`config.mk`:
```
export PLATFORM = sky130hd
export DESIGN_NAME = serializer_left
export DESIGN_NICKNAME = d
export VERILOG_FILES = /design/src/rtl/serializer_left.sv
export SDC_FILE = /design/constraint.sdc
export NUM_CORES = 1
export LEC_CHECK = 0
export CORE_MARGIN = 2
export CORE_UTILIZATION = 35
export CTS_CLUSTER_DIAMETER = 50
export DETAILED_ROUTE_END_ITERATION = 8
export PLACE_DENSITY = 0.65
export SLEW_MARGIN = 20
export SYNTH_ARGS = -nofsm -noshare
export SYNTH_HDL_FRONTEND = slang
export SYNTH_SLANG_ARGS = --single-unit
```
`constraint.sdc`:
```
create_clock -name clock -period 1.6 [get_ports clock]
set_input_delay 0.32 -clock clock [delete_from_list [all_inputs] [get_ports clock]]
set_output_delay 0.32 -clock clock [all_outputs]
set_load 0.03 [all_outputs]
```
`src/rtl/serializer_left.sv`:
```
// Parallel-to-serial converter, MSB first, built on a registered left shifter.
// One word in on a valid/ready port, one bit out per accepted serial beat.
//
//   state   | meaning
//   --------+------------------------------------------------------------
//   S_IDLE  | no word held; parallel_ready=1, serial_valid=0
//   S_SHIFT | word in shift_q; MSB on serial_data, count_q = bits left - 1
module serializer_left #(
   parameter int         WIDTH     = 8,
   parameter logic [0:0] PAD_VALUE = 1'b0
) (
   input  logic             clock,
   input  logic             reset,
   input  logic [WIDTH-1:0] parallel_data,
   input  logic             parallel_valid,
   output logic             parallel_ready,
   output logic             serial_data,
   output logic             serial_valid,
   input  logic             serial_ready,
   output logic             serial_last,
   output logic             busy
);

   localparam int CW = (WIDTH > 1) ? $clog2(WIDTH) : 1;
   localparam logic [CW-1:0] CNT_LOAD = CW'(WIDTH - 1);

   typedef enum logic {S_IDLE, S_SHIFT} state_t;

   state_t           state_q, state_d;
   logic [WIDTH-1:0] shift_q, shift_d, shifted;
   logic [CW-1:0]    count_q, count_d;
   logic             last, beat, accept;

   generate
      if (WIDTH == 1) begin : g_w1
         assign shifted = PAD_VALUE;
      end else begin : g_wn
         assign shifted = {shift_q[WIDTH-2:0], PAD_VALUE};
      end
   endgenerate

   assign last   = (state_q == S_SHIFT) && (count_q == '0);
   assign beat   = (state_q == S_SHIFT) && serial_ready;
   // Combinational ready lets a new word replace the last bit with no bubble.
   assign parallel_ready = !reset && ((state_q == S_IDLE) || (last && serial_ready));
   assign accept = parallel_ready && parallel_valid;

   always_comb begin
      state_d = state_q;
      shift_d = shift_q;
      count_d = count_q;
      if (accept) begin
         state_d = S_SHIFT;
         shift_d = parallel_data;
         count_d = CNT_LOAD;
      end else if (beat) begin
         shift_d = shifted;
         if (last) begin
            state_d = S_IDLE;
         end else begin
            count_d = count_q - CW'(1);
         end
      end
   end

   always_ff @(posedge clock) begin
      if (reset) begin
         state_q <= S_IDLE;
         shift_q <= {WIDTH{PAD_VALUE}};
         count_q <= '0;
      end else begin
         state_q <= state_d;
         shift_q <= shift_d;
         count_q <= count_d;
      end
   end

   assign serial_data  = shift_q[WIDTH-1];
   assign serial_valid = (state_q == S_SHIFT);
   assign busy         = (state_q == S_SHIFT);
   assign serial_last  = last;

endmodule

```
# --- Yosys cells after proc, flatten, opt, wreduce, memory -nomap -nowiden ---
# Cells that the tools add are included.
totals:
  wordCells: 26
  regBits: 12
  out_inout_bits: 5
classes:
  muxes: 8
  n_reduce_logical: 12
  n_bitwise: 1
  add_sub_neg: 1
  n_eq_ne: 1
ops:
  columns: ["op", "count"]
  rows:
  - ["8-bit 2-to-1 mux", 2]
  - ["3-bit 2-to-1 mux", 3]
  - ["1-bit logical AND", 5]
  - ["2-bit AND reduction", 2]
  - ["2-bit nonzero test", 2]
  - ["3-bit logical NOT", 1]
  - ["1-bit 2-to-1 mux", 3]
  - ["3-bit by 1-bit subtractor with 3-bit output, second input constant", 1]
  - ["2-bit by 1-bit != test with 1-bit output, second input constant", 1]
  - ["1-bit logical NOT", 1]
  - ["1-bit logical OR", 1]
  - ["1-bit inverter", 1]

# --- Logic depth before layout (Yosys ltp) ---
depth:
  ltp_word: 8
  depth_mapped: 6
  ltp_nobuf: 5

# --- Worst setup path after synthesis ---
# No wires, ideal clock.
synth_path:
  path_type: "flip-flop to output port"
  from: "register count_q[0]"
  to: "output port parallel_ready"
  path_stages_with_launch: 5
  path_slack_ps: 61
  arrival_time_ps: 1219
  required_ps: 1280
  path_cell_list: "dfxtp_1 > inv_1 > ha_1 > nand3b_1 > a21oi_1"
synth_between:
  elab_chain_len: 5
synth_rtl:
  columns: ["element", "line_no", "rtl"]
  rows:
  - ["start: declaration", "31", "logic [CW-1:0] count_q, count_d;"]
  - ["start signal: assignment", "74", "count_q <= count_d;"]
  - ["3-bit logical NOT", "42", "assign last = (state_q == S_SHIFT) && (count_q == '0);"]
  - ["1-bit logical AND", "42", null]
  - ["1-bit logical AND", "45", "assign parallel_ready = !reset && ((state_q == S_IDLE) || (last && serial_ready));"]
  - ["1-bit logical OR", "45", null]
  - ["1-bit logical AND", "45", null]
  - ["end: declaration", "16", "output logic parallel_ready,"]
# No other way between the ends.

# --- Final worst setup path ---
layout_path:
  from: "register count_q[1]"
  to: "output port parallel_ready"
# The elaborated chain is that of the path after synthesis.

==> results.md <==
- Outcome: finished with violations
- Failing checks: negative setup slack
- Synth Net Count: 88
- CP max FO: 2
- GRT Overall Usage: 0.1425
- Clk network pwr share: 0.290
- Setup-failing EPs final: 1
- RSZ-0062 raised after global routing: true
- Largest net degree at the start of global routing: 13
- CP bufs+invs: 3
- Root Buffer: clkbuf_4
- Antenna viol nets, final: 0
- Top cell type's share of synthesized area: 0.3589
- Post-Route Setup TNS: -11.19 ps
- Max Freq: 620.7 MHz
- Layout cells sized above 1: 0.3434
- Final HPWL DP: 1053 um
- Worst R2R Path Depth: 8
- Buffers on Ports: 16
- Fin util: 0.5440
- Area of the multi-input gates: 401.6 um^2
- Clk Latency, worst-skew pair: 270 ps
- CTS tree: done
- Distinct cells, synth: 23
- Worst hold start: shift_q[0]$_SDFFE_PP0P_
- Via count: 607
- Worst-path clk slew: 80 ps
- CP Capture Type: primary output
- Finished Cell Area: 959.7 um^2
- Logic gate share of total power: 0.299
- Core ar.: 1764 um^2
- GP Congestion: 0.7662
- Internal: 599.5 uW
- Final Max Tran Viols: 0
- Area leader, netlist: dfxtp_1
- Die height: 47.73 um
- Commonest cells after routing, fill and taps aside: nand2_1, a21oi_1, buf_4
- Largest cells by area after synthesis: dfxtp_1, a311oi_2, nand2_1
- HP Class: reg -> reg
- DIE AREA: 2278 um^2
- # diodes: 0
- Clock Tree Buf Depth: 2
- Setup slack after layout: -11.19 ps
- Worst r2r src: count_q[0]$_SDFFE_PP0P_
- Worst vdd ir: 409.6 uV
- Max Cap Viol: 0
- Nets@finish: 114
- Hold WS: 489.9 ps
- Register area: 242.7 um^2
- First-iteration detailed-routing DRC count: 7
- Final period utilization: 1.007
- Residual DRC: 0
- Layout area overhead: 43.36%
- Arrival time at the worst endpoint: 1290 ps
- Vias/cell: 4.895
- Avg Cell Area, Syn: 9.046 um^2
- Kind of critical path: reg -> out
- Pleak: 0.0003826 uW
- Power density cells: 885.5 nW/um^2
- Commonest non-fill, non-tap cell in the layout: nand2_1
- Synthesized instance count: 74
- Yosys reg bits: 12
- Sequential cell area fraction in the yosys report: 0.3589
- Synth Cell Area: 669.4 um^2
- Post-DR wirelength/cell: 11.69 um
- Sw Ratio: 0.2946
- H-tree Lvls: 1
- Max_slew headroom: 0.8021
- Sw Pwr: 250.4 uW
- Die width: 47.73 um
- Yosys warnings: 0
- Worst path cell trace: inv_2 -> ha_4 -> buf_6 -> nand3b_1 -> a21oi_1 -> buf_4
- Minimum clock period: 1611 ps
- Worst EP required: 1280 ps
- Critical-path top delay cell: dfxtp_2
- Starting Density: 0.3794
- Actual slew at the worst max-slew pin: 298.0 ps
- Worst Hold End: shift_q[0]$_SDFFE_PP0P_
- CP delay by family, top: flip-flops
- R2R setup slack: 180 ps
- Worst flop-to-flop path endpoint: shift_q[5]$_SDFFE_PP0P_
- Sequential share of power: 0.411
- DP Area: 880.8 um^2
- First-pass iteration count of the detailed router: 4
- Post-CTS Hold Buffers: 0
- Grt total ovfl: 0
- Crit path largest cell delay: 330 ps
- Initial antenna violation count: 0
- Hold Fails Final Rpt: 0
- First-pass GRT wire length: 2221 um
- Worst setup SP type: flop
- Setup WS pre-CTS: -60.72 ps
- Vias in the first global route: 544
- Num ports: 17
- Fillers: 174
- Final WL: 1449 um
- Num CTS Buffers: 3
- Worst hold stages: 2
- Skew final: 1.964 ps
- Num rows: 15
- Clock sink count: 12
## timing repair
item	in CTS	in global routing
endpoints found under the setup margin	5	2
setup buffers	2	0
hold endpoints to repair	0	0
pin swaps	2	0
gates resized for setup	13	2
## area by class of cell
type,count,share of cell area
flip-flops and latches,12,0.2529
inverters,2,0.007823
repair buffers,27,0.2503
clock buffers,4,0.03781
well taps,25,0.03259
multi-input cells,54,0.4185
## state kept, by name, summed over array words and instances (netlist names)
register and count:
busy 1, count_q 3, shift_q 8
## synth_stat cells (all sizes together)
cell    instances
a21oi          11
inv             2
nand3b          1
a311oi          7
ha              2
nand2b          1
nor2            2
o21ai           2
dfxtp          12
clkbuf          2
mux2i           1
nand2          15
nor2b           1
a21bo           1
and2            3
buf             4
nand4b          1
or3             2
nand3           2
a31oi           2
## logic make-up (layout without fill, tap and decap cells)
family	count (synthesis)	in the layout	synth area share
AO/OA/AOI/OAI	23	23	0.2878
adder cells (fa/ha/maj)	2	2	0.03738
buffers and inverters	8	33	0.07477
flip-flops	12	12	0.3589
multiplexers	1	1	0.01495
AND/OR/NAND/NOR	28	28	0.2262
## power by group through the flow
stage / logic [uW] / registers [uW] / clock network (uW)
after floorplan: 140 / 360 / 0
after global placement: 227 / 352 / 0
after detailed placement: 229 / 353 / 0
after CTS: 249 / 349 / 254
after global routing: 276 / 353 / 268
final: 254 / 350 / 246
## worst max path at each step
stage / startpoint / to / slack [ps] / depth (start not counted)
floorplan: count_q[0]$_SDFFE_PP0P_ / parallel_ready / 60 / 4
global placement: serial_ready / parallel_ready / -60 / 4
detailed placement: serial_ready / parallel_ready / -60 / 4
CTS: count_q[1]$_SDFFE_PP0P_ / parallel_ready / -10 / 6
global route: count_q[1]$_SDFFE_PP0P_ / parallel_ready / -110 / 6
finish: count_q[1]$_SDFFE_PP0P_ / parallel_ready / -10 / 6
## routing by layer
metal  GRT usage  part of all wire  up-vias  routed length [um]
met5           0                 0        -                   0
met4     0.08108             0.013        0                  19
met3     0.03396             0.023        2                  33
met2      0.2347              0.48        8                 701
met1      0.1682              0.48      284                 695
li1            -                 -      313                   -
## through the flow
step / instances / power (uW)
floorplan: 74 / 499.8
global placement: 118 / 579.1
detailed placement: 118 / 582.2
CTS: 124 / 851.8
global route: 124 / 897.7
finish: 124 / 849.8
## worst min-delay path, stage by stage, from the launching register on
cell and delay (ps):
dfxtp_1 320, nand3_1 70, a21oi_1 60
(Power assumes the default switching activity.)
